$ cat src/rtl/i2c_slave_regfile_controller_if.sv
// Byte-engine and register-file signal bundle for i2c_slave_regfile_controller.
interface i2c_slave_regfile_controller_if #(
  parameter int unsigned REG_COUNT_LOG2 = 5
) ();
  logic                      Slave_AddrMatch;
  logic                      Slave_RW;
  logic                      Slave_ByteRcvd;
  logic [7:0]                Slave_RxData;
  logic                      Slave_TxReq;
  logic                      Slave_StopDet;
  logic                      Slave_ACK;
  logic [7:0]                Slave_TxData;
  logic                      Slave_TxValid;
  logic [REG_COUNT_LOG2-1:0] RAM_ADD;
  logic [7:0]                RAM_DIN;
  logic                      RAM_W;
  logic [7:0]                RAM_RDOUT;

  modport slave (
    input  Slave_AddrMatch, Slave_RW, Slave_ByteRcvd, Slave_RxData, Slave_TxReq, Slave_StopDet,
    input  RAM_RDOUT,
    output Slave_ACK, Slave_TxData, Slave_TxValid, RAM_ADD, RAM_DIN, RAM_W
  );

  modport master (
    output Slave_AddrMatch, Slave_RW, Slave_ByteRcvd, Slave_RxData, Slave_TxReq, Slave_StopDet,
    output RAM_RDOUT,
    input  Slave_ACK, Slave_TxData, Slave_TxValid, RAM_ADD, RAM_DIN, RAM_W
  );
endinterface

$ cat src/rtl/i2c_slave_regfile_controller.sv
// I2C slave register-file controller: pointer write, auto-increment burst write/read.
// Optional I2C_SLAVE_WRITE_PROTECT_EN adds a Write_Protect input gating data writes.
module i2c_slave_regfile_controller #(
  parameter logic [6:0]  SLAVE_ADDR     = 7'b1100111,
  parameter int unsigned REG_COUNT_LOG2 = 5
) (
  input  logic clk,
  input  logic reset,
  i2c_slave_regfile_controller_if.slave bus,
  output logic Slave_Busy,
  output logic Transaction_Done
`ifdef I2C_SLAVE_WRITE_PROTECT_EN
  ,
  input  logic Write_Protect
`endif
);

  typedef enum logic [2:0] {
    StIdle, StGetRegaddr, StWriteData, StReadFetch, StReadPresent, StReadWait
  } state_e;

  state_e state_q, state_d;

  logic [REG_COUNT_LOG2-1:0] ptr_q, ptr_d, ram_add_q, ram_add_d;
  logic [7:0] ram_din_q, ram_din_d, tx_data_q, tx_data_d;
  logic ram_w_q, ram_w_d, ack_q, ack_d, tx_valid_q, tx_valid_d;
  logic busy_q, busy_d, done_q, done_d;
  logic [7:0] upper_bits;
  logic addr_ok, restart, wp;

`ifdef I2C_SLAVE_WRITE_PROTECT_EN
  assign wp = Write_Protect;
`else
  assign wp = 1'b0;
`endif

  assign upper_bits = bus.Slave_RxData >> REG_COUNT_LOG2;
  assign addr_ok    = (upper_bits == 8'd0);
  // START/STOP override every state; per-state actions are suppressed that cycle.
  assign restart    = bus.Slave_AddrMatch | bus.Slave_StopDet;

  always_ff @(posedge clk) begin
    if (!reset) state_q <= StIdle;
    else        state_q <= state_d;
  end

  always_comb begin
    state_d = state_q;
    if (bus.Slave_AddrMatch) begin
      state_d = bus.Slave_RW ? StReadWait : StGetRegaddr;
    end else if (bus.Slave_StopDet) begin
      state_d = StIdle;
    end else begin
      unique case (state_q)
        StGetRegaddr:  if (bus.Slave_ByteRcvd) state_d = addr_ok ? StWriteData : StIdle;
        StReadWait:    if (bus.Slave_TxReq) state_d = StReadFetch;
        StReadFetch:   state_d = StReadPresent;
        StReadPresent: state_d = StReadWait;
        default:       state_d = state_q;
      endcase
    end
  end

  always_comb begin
    ptr_d      = ptr_q;
    ram_add_d  = ram_add_q;
    ram_din_d  = ram_din_q;
    tx_data_d  = tx_data_q;
    ram_w_d    = 1'b0;
    ack_d      = 1'b0;
    tx_valid_d = 1'b0;
    done_d     = bus.Slave_StopDet & busy_q;
    busy_d     = busy_q;
    if (bus.Slave_AddrMatch)    busy_d = 1'b1;
    else if (bus.Slave_StopDet) busy_d = 1'b0;
    if (!restart) begin
      unique case (state_q)
        StGetRegaddr: begin
          if (bus.Slave_ByteRcvd && addr_ok) begin
            ptr_d = bus.Slave_RxData[REG_COUNT_LOG2-1:0];
            ack_d = 1'b1;
          end
        end
        StWriteData: begin
          if (bus.Slave_ByteRcvd && !wp) begin
            ram_add_d = ptr_q;
            ram_din_d = bus.Slave_RxData;
            ram_w_d   = 1'b1;
            ack_d     = 1'b1;
            ptr_d     = ptr_q + 1'b1;
          end
        end
        StReadWait: if (bus.Slave_TxReq) ram_add_d = ptr_q;
        StReadPresent: begin
          tx_data_d  = bus.RAM_RDOUT;
          tx_valid_d = 1'b1;
          ptr_d      = ptr_q + 1'b1;
        end
        default: ;
      endcase
    end
  end

  always_ff @(posedge clk) begin
    if (!reset) begin
      ptr_q      <= '0;
      ram_add_q  <= '0;
      ram_din_q  <= '0;
      tx_data_q  <= '0;
      ram_w_q    <= 1'b0;
      ack_q      <= 1'b0;
      tx_valid_q <= 1'b0;
      busy_q     <= 1'b0;
      done_q     <= 1'b0;
    end else begin
      ptr_q      <= ptr_d;
      ram_add_q  <= ram_add_d;
      ram_din_q  <= ram_din_d;
      tx_data_q  <= tx_data_d;
      ram_w_q    <= ram_w_d;
      ack_q      <= ack_d;
      tx_valid_q <= tx_valid_d;
      busy_q     <= busy_d;
      done_q     <= done_d;
    end
  end

  assign bus.Slave_ACK     = ack_q;
  assign bus.Slave_TxData  = tx_data_q;
  assign bus.Slave_TxValid = tx_valid_q;
  assign bus.RAM_ADD       = ram_add_q;
  assign bus.RAM_DIN       = ram_din_q;
  assign bus.RAM_W         = ram_w_q;
  assign Slave_Busy        = busy_q;
  assign Transaction_Done  = done_q;

endmodule

$ cat src/flat_wrapper.sv
// flat-port wrapper written by rule: the top's interface ports become plain ports
module i2c_slave_regfile_controller_flat 
#(
  parameter logic [6:0]  SLAVE_ADDR     = 7'b1100111,
  parameter int unsigned REG_COUNT_LOG2 = 5
)
  (clk, reset, Slave_Busy, Transaction_Done, bus_Slave_AddrMatch, bus_Slave_RW, bus_Slave_ByteRcvd, bus_Slave_RxData, bus_Slave_TxReq, bus_Slave_StopDet, bus_RAM_RDOUT, bus_Slave_ACK, bus_Slave_TxData, bus_Slave_TxValid, bus_RAM_ADD, bus_RAM_DIN, bus_RAM_W);
  i2c_slave_regfile_controller_if #(.REG_COUNT_LOG2(REG_COUNT_LOG2)) bus_i ();
  input  logic clk;
  input  logic reset;
  output logic Slave_Busy;
  output logic Transaction_Done;
  input wire logic [$bits(bus_i.Slave_AddrMatch)-1:0] bus_Slave_AddrMatch;
  input wire logic [$bits(bus_i.Slave_RW)-1:0] bus_Slave_RW;
  input wire logic [$bits(bus_i.Slave_ByteRcvd)-1:0] bus_Slave_ByteRcvd;
  input wire logic [$bits(bus_i.Slave_RxData)-1:0] bus_Slave_RxData;
  input wire logic [$bits(bus_i.Slave_TxReq)-1:0] bus_Slave_TxReq;
  input wire logic [$bits(bus_i.Slave_StopDet)-1:0] bus_Slave_StopDet;
  input wire logic [$bits(bus_i.RAM_RDOUT)-1:0] bus_RAM_RDOUT;
  output wire logic [$bits(bus_i.Slave_ACK)-1:0] bus_Slave_ACK;
  output wire logic [$bits(bus_i.Slave_TxData)-1:0] bus_Slave_TxData;
  output wire logic [$bits(bus_i.Slave_TxValid)-1:0] bus_Slave_TxValid;
  output wire logic [$bits(bus_i.RAM_ADD)-1:0] bus_RAM_ADD;
  output wire logic [$bits(bus_i.RAM_DIN)-1:0] bus_RAM_DIN;
  output wire logic [$bits(bus_i.RAM_W)-1:0] bus_RAM_W;
  assign bus_i.Slave_AddrMatch = bus_Slave_AddrMatch;
  assign bus_i.Slave_RW = bus_Slave_RW;
  assign bus_i.Slave_ByteRcvd = bus_Slave_ByteRcvd;
  assign bus_i.Slave_RxData = bus_Slave_RxData;
  assign bus_i.Slave_TxReq = bus_Slave_TxReq;
  assign bus_i.Slave_StopDet = bus_Slave_StopDet;
  assign bus_i.RAM_RDOUT = bus_RAM_RDOUT;
  assign bus_Slave_ACK = bus_i.Slave_ACK;
  assign bus_Slave_TxData = bus_i.Slave_TxData;
  assign bus_Slave_TxValid = bus_i.Slave_TxValid;
  assign bus_RAM_ADD = bus_i.RAM_ADD;
  assign bus_RAM_DIN = bus_i.RAM_DIN;
  assign bus_RAM_W = bus_i.RAM_W;
  i2c_slave_regfile_controller #(.SLAVE_ADDR(SLAVE_ADDR), .REG_COUNT_LOG2(REG_COUNT_LOG2)) u_core (.clk(clk), .reset(reset), .bus(bus_i), .Slave_Busy(Slave_Busy), .Transaction_Done(Transaction_Done));
endmodule
$ cat config.mk
export PLATFORM = sky130hd
export DESIGN_NAME = i2c_slave_regfile_controller_flat
export DESIGN_NICKNAME = d
export VERILOG_FILES = /design/src/rtl/i2c_slave_regfile_controller_if.sv /design/src/rtl/i2c_slave_regfile_controller.sv /design/src/flat_wrapper.sv
export SDC_FILE = /design/constraint.sdc
export NUM_CORES = 1
export LEC_CHECK = 0
export CAP_MARGIN = 40
export CORE_MARGIN = 2
export CORE_UTILIZATION = 48
export DETAILED_ROUTE_END_ITERATION = 12
export PLACE_DENSITY = 0.91
export SLEW_MARGIN = 30
export SYNTH_ARGS = -nofsm -noshare
export SYNTH_HDL_FRONTEND = slang
export SYNTH_SLANG_ARGS = --single-unit
export TNS_END_PERCENT = 10
$ cat constraint.sdc
create_clock -name clk -period 5.61 [get_ports clk]
set_clock_uncertainty 0.1 [all_clocks]
set_input_delay 1.122 -clock clk [delete_from_list [all_inputs] [get_ports clk]]
set_output_delay 1.122 -clock clk [all_outputs]
set_load 0.01 [all_outputs]
Word level (Yosys, flattened, before mapping):

Index checks and enable logic that the tools add are counted.

* register bits after elaboration: 34
* bits in latches: 0
* memory bits (writable): 0
* memory bits (read-only): 0
* output and inout bits: 26
* logic and storage cells: 58
* memories kept: 0

* $add $sub $neg: 1
* multipliers: 0
* divide/modulo/power cells: 0
* order comparisons: 0
* equal/unequal tests: 10
* shift operators: 0
* muxes and demuxes: 19
* bitwise gates (word level): 5
* reduce and logical (&&, ||, !) cells: 13

Operators with widths (number)
* 5-bit 2-to-1 mux: 4
* 3-bit 2-to-1 mux: 5
* 5-bit case mux with 3 select lines: 1
* 3-bit case mux with 4 select lines: 1
* 5-bit case mux with 2 select lines: 1
* 8-bit zero test: 1
* 4-bit inequality test, second input constant: 2
* 4-bit AND reduction: 2
* 3-bit by 2-bit equality test with 1-bit output, second input constant: 2
* 3-bit equality test, second input constant: 2
* 3-bit AND reduction: 2
* 6-bit nonzero test: 1
* 5-bit by 1-bit adder with 5-bit output, second input constant: 1
* 1-bit 2-to-1 mux: 5
* 2-bit inequality test, second input constant: 2
* 2-bit nonzero test: 2
* 3-bit by 1-bit equality test with 1-bit output, second input constant: 1
* 1-bit NOT: 3
* 3-bit nonzero test: 1
* 3-bit OR reduction: 1
* 2-bit 2-to-1 mux: 1
* 2-bit by 1-bit inequality test with 1-bit output, second input constant: 1
* 1-bit case mux with 2 select lines: 1
* 2-bit AND reduction: 1
* other kinds (4): 4

Longest topological paths before layout:

* depth in word-level cells: 6
* depth in mapped cells: 7
* mapped depth without buffers: 5

Worst setup path after synthesis:

Ideal clock, no wire load.

* kind: in2reg
* start point: in bus_Slave_RxData[7]
* end point: reg u_core.ptr_q[0]
* library setup time: 60 ps
* arrival time: 2587 ps
* required time: 5450 ps
* slack: 2863 ps
* stages: 6
* buffers on the path: 1
* cells stage by stage: or3_1 -> or4_4 -> a31o_1 -> buf_6 -> nor2_1 -> o221a_1

* longest elaborated chain between the ends: 4

Ends and longest elaborated chain
* start, declared: RTL line flat_wrapper.sv:16 `input wire logic [$bits(bus_i.Slave_RxData)-1:0] bus_Slave_RxData;`
* 8-bit zero test: RTL line i2c_slave_regfile_controller.sv:38 `assign addr_ok = (upper_bits == 8'd0);`
* 1-bit logical AND: RTL line i2c_slave_regfile_controller.sv:79 `if (bus.Slave_ByteRcvd && addr_ok) begin`
* 2-bit by 1-bit inequality test with 1-bit output (no source line)
* 4-bit AND reduction (no source line)
* end signal, assigned: RTL line i2c_slave_regfile_controller.sv:116 `ptr_q <= ptr_d;`
* end, declared: RTL line i2c_slave_regfile_controller.sv:24 `logic [REG_COUNT_LOG2-1:0] ptr_q, ptr_d, ram_add_q, ram_add_d;`

Every way passes these cells.
A chain may end at the register's enable or synchronous reset.

Final worst setup path:

* start point: in bus_Slave_RxData[7]
* end point: reg u_core.ptr_q[3]

The elaborated chain is that of the path after synthesis.

==> results.py <==
metrics = {
    "power_and_ir_drop": {
        "pwr_density_cell_nw_per_um2": 238,
        "peakVddDrop_uv": 161,
        "power.leakage_nw": 0.853,
    },
    "clock_tree": {
        "cts-root-buf": "clkbuf_4",
        "cts_sinks": 34,
        "ctsResizeCount": 0,
        "post_cts_buffers": 0,
        "clk_latency_ns": 0.35,
        "clockBufferDepth": 2,
        "cts.reportedPaths.clkPinSlew_ns": 0.10,
        "cts_buffers": 5,
        "tritoncts": "built",
        "hold_buffers": 0,
        "cts_max_level": 2,
    },
    "critical_path": {
        "cp-end-kind": "flop",
        "slowest_stage": "or4_4",
        "reg2reg_to": "u_core.ptr_q[3]",
        "crit_arrival_ns": 3.12,
        "critical_path_depth": 5,
        "start_kind": "input pin",
        "cp_max_fo": 9,
        "crit_buf_inv": 1,
        "endpoint": "u_core.ptr_q[3]",
        "ff2ff_setup_slack_ns": 3.66,
        "critical_path_class": "in -> reg",
        "cp.required_ns": 5.76,
        "r2r_cells": 4,
        "cp_cell_sequence": "clkdlybuf4s50_1, or3_1, or4_4, a31o_1, o32ai_1",
        "crit_family": "simple AND/OR/NAND/NOR gates",
        "slowest_delay_ns": 0.49,
        "r2r_start": "u_core.state_q[0]",
        "crit_start": "bus_Slave_RxData[7]",
    },
    "synthesis": {
        "synth_mux_area_frac": 0.177,
        "ys_seq_area_frac": 0.461,
        "ys_ff_latch": 34,
        "synth_fp_nets": 177,
        "synth_xor_area_frac": 0,
        "synth-simple-area-share": 0.193,
        "syn_inst": 153,
        "yosys_warnings": 0,
        "netlist_area_um2": 1480,
        "ys_types": 34,
        "syn_area_per_cell_um2": 9.64,
        "synth_top_family_by_area": "simple AND/OR/NAND/NOR gates",
        "synth-compound-area-share": 0.100,
        "synthAdderAreaFrac": 0.00848,
    },
    "timing": {
        "fin_crit_ns": 2.97,
        "slew_viol_final": 0,
        "worst_slew_pin_slew_ns": 0.687,
        "fmax_ghz": 0.336,
        "grt_setup_unrepaired": "no",
        "setup_viol_count_final": 0,
        "tns_ns": 0,
        "relSlewSlack": 0.542,
        "setup_ws_ns": 2.64,
        "final_hold_viol_count": 0,
        "post-route-period-util": 0.530,
    },
    "worst_hold_path": {
        "hold_path.class": "reg -> reg",
        "min_path_cells": 2,
    },
    "floorplanning": {
        "chipHeight_um": 59.4,
        "start_util": 0.495,
        "core_um2": 2980,
        "dieArea_um2": 3530,
        "rows": 20,
        "ios": 49,
        "die_w_um": 59.4,
    },
    "placement": {
        "gp_congestion": 0.966,
        "dp.cells": 225,
        "port_buffers": 48,
        "hpwl_um": 2530,
        "pre_cts_slack_ns": 2.26,
    },
    "layout": {
        "mostFrequentLayoutCells": "clkdlybuf4s50_1, nor2_1, dfxtp_1, mux2i_1, a21oi_1",
        "fin_cells": 233,
        "n_antenna_cell": 0,
        "final_nets": 224,
        "synthToLayoutAreaGrowth_pct": 37.2,
        "layout-drive-gt1-share": 0.0700,
        "final_common_cell": "clkdlybuf4s50_1",
    },
    "global_route": {
        "grt_pass1_wl_um": 5550,
        "antenna_found_initial": 0,
        "grtUsageTotal": 0.217,
        "first_global_vias": 1266,
        "grt_max_degree": 30,
        "overflow": 0,
    },
    "status": {
        "status": "complete, no violations",
    },
    "detailed_routing": {
        "wl_per_cell_um": 14.9,
        "drtIter0Drc": 37,
        "drt-total-wl_um": 3480,
        "postRouteAntennaNets": 0,
        "drcViolationCount": 0,
        "firstDrtPassIters": 4,
        "num_vias": 1270,
        "via_per_inst": 5.45,
    },
    "run": {
        "drv_cap": 0,
    },
}
[stage by stage]
step                area [µm²]  utilization  hold WS [ns]  power, W
CTS                       2010        0.674         0.406  0.000483
finish                    2020        0.679         0.403  0.000481
global route              2020        0.679         0.435  0.000498
floorplan                 1480            -         0.353  0.000278
detailed placement        1930        0.647         0.383  0.000299
global placement          1930        0.647         0.370  0.000297
[sequential cells by signal (all words and copies together), names as in the netlist]
name,cells
u_core.ptr_q,5
u_core.Slave_Busy,1
u_core.bus.Slave_TxData,8
u_core.bus.Slave_TxValid,1
u_core.state_q,3
u_core.bus.RAM_DIN,8
u_core.bus.RAM_W,1
u_core.bus.RAM_ADD,5
u_core.Transaction_Done,1
u_core.bus.Slave_ACK,1
[layout make-up]
class / count / area [µm²]
fill: 235 / 955
multi-input combinational: 105 / 706
sequential: 34 / 681
timing repair buffer: 49 / 495
clock buffer: 6 / 51.3
tap: 33 / 41.3
clock inverter: 1 / 30.0
inverter: 5 / 18.8
[synth_stat cells]
cell	instances	share of area
nor2_1	35	0.089
dfxtp_1	34	0.46
mux2i_1	25	0.17
a21oi_1	7	0.024
nand2_1	6	0.015
clkbuf_1	4	0.010
inv_1	4	0.010
o21ai_0	4	0.014
buf_6	3	0.023
o32ai_1	3	0.018
nand2b_1	2	0.0085
nand2b_4	2	0.019
nand3_1	2	0.0068
or3_1	2	0.0085
a21o_1	1	0.0051
a21oi_4	1	0.011
a221oi_1	1	0.0059
a31o_1	1	0.0059
a31oi_1	1	0.0042
and3_1	1	0.0042
buf_4	1	0.0051
clkbuf_8	1	0.0093
clkinv_1	1	0.0025
ha_1	1	0.0085
mux2_1	1	0.0076
nand4b_1	1	0.0059
nand4bb_1	1	0.0076
nor4b_1	1	0.0059
o21a_1	1	0.0051
o221a_1	1	0.0076
or2_1	1	0.0042
or2_2	1	0.0042
or2_4	1	0.0059
or4_4	1	0.0076
[worst reg2reg max path: stages (launching register included)]
cell and delay [ns]:
dfxtp_1 0.55, nand2b_4 0.10, or4_4 0.43, a31o_1 0.34, o32ai_1 0.35
[layer usage]
metal | part of all wire | vias to the layer above | track usage
met2 | 0.52 | 48 | 0.380
met5 | 0 | - | 0
met1 | 0.40 | 595 | 0.231
met3 | 0.064 | 7 | 0.0633
li1 | - | 620 | -
met4 | 0.021 | 0 | 0.117
[worst min path at each step]
stage,start,to,slack (ns)
after floorplan,u_core.ptr_q[4],u_core.ptr_q[4],0.35
after global placement,u_core.ptr_q[4],u_core.ptr_q[4],0.37
after detailed placement,u_core.bus.RAM_ADD[3],u_core.bus.RAM_ADD[3],0.38
after CTS,u_core.ptr_q[4],u_core.ptr_q[4],0.41
after global routing,u_core.ptr_q[4],u_core.ptr_q[4],0.43
final,u_core.bus.RAM_DIN[2],u_core.bus.RAM_DIN[2],0.40
[kinds of logic (layout without fill, tap and decap cells)]
group | Yosys count | count (layout)
and+or+nand+nor | 57 | 57
DFF | 34 | 34
muxes | 26 | 26
AOI/OAI and AO/OA | 21 | 21
buffers and inverters | 14 | 61
adders and majority gates | 1 | 1
[report_power, final]
group	leakage (nW)	total, W	internal (W)	switching [W]
Clock	0.0443	0.000185	0.000104	0.0000817
Sequential	0.275	0.000249	0.000245	0.00000481
Combinational	0.533	0.0000462	0.0000268	0.0000194
Total	0.853	0.000481	0.000375	0.000106
No activity file was read; power rests on OpenSTA's default activity.
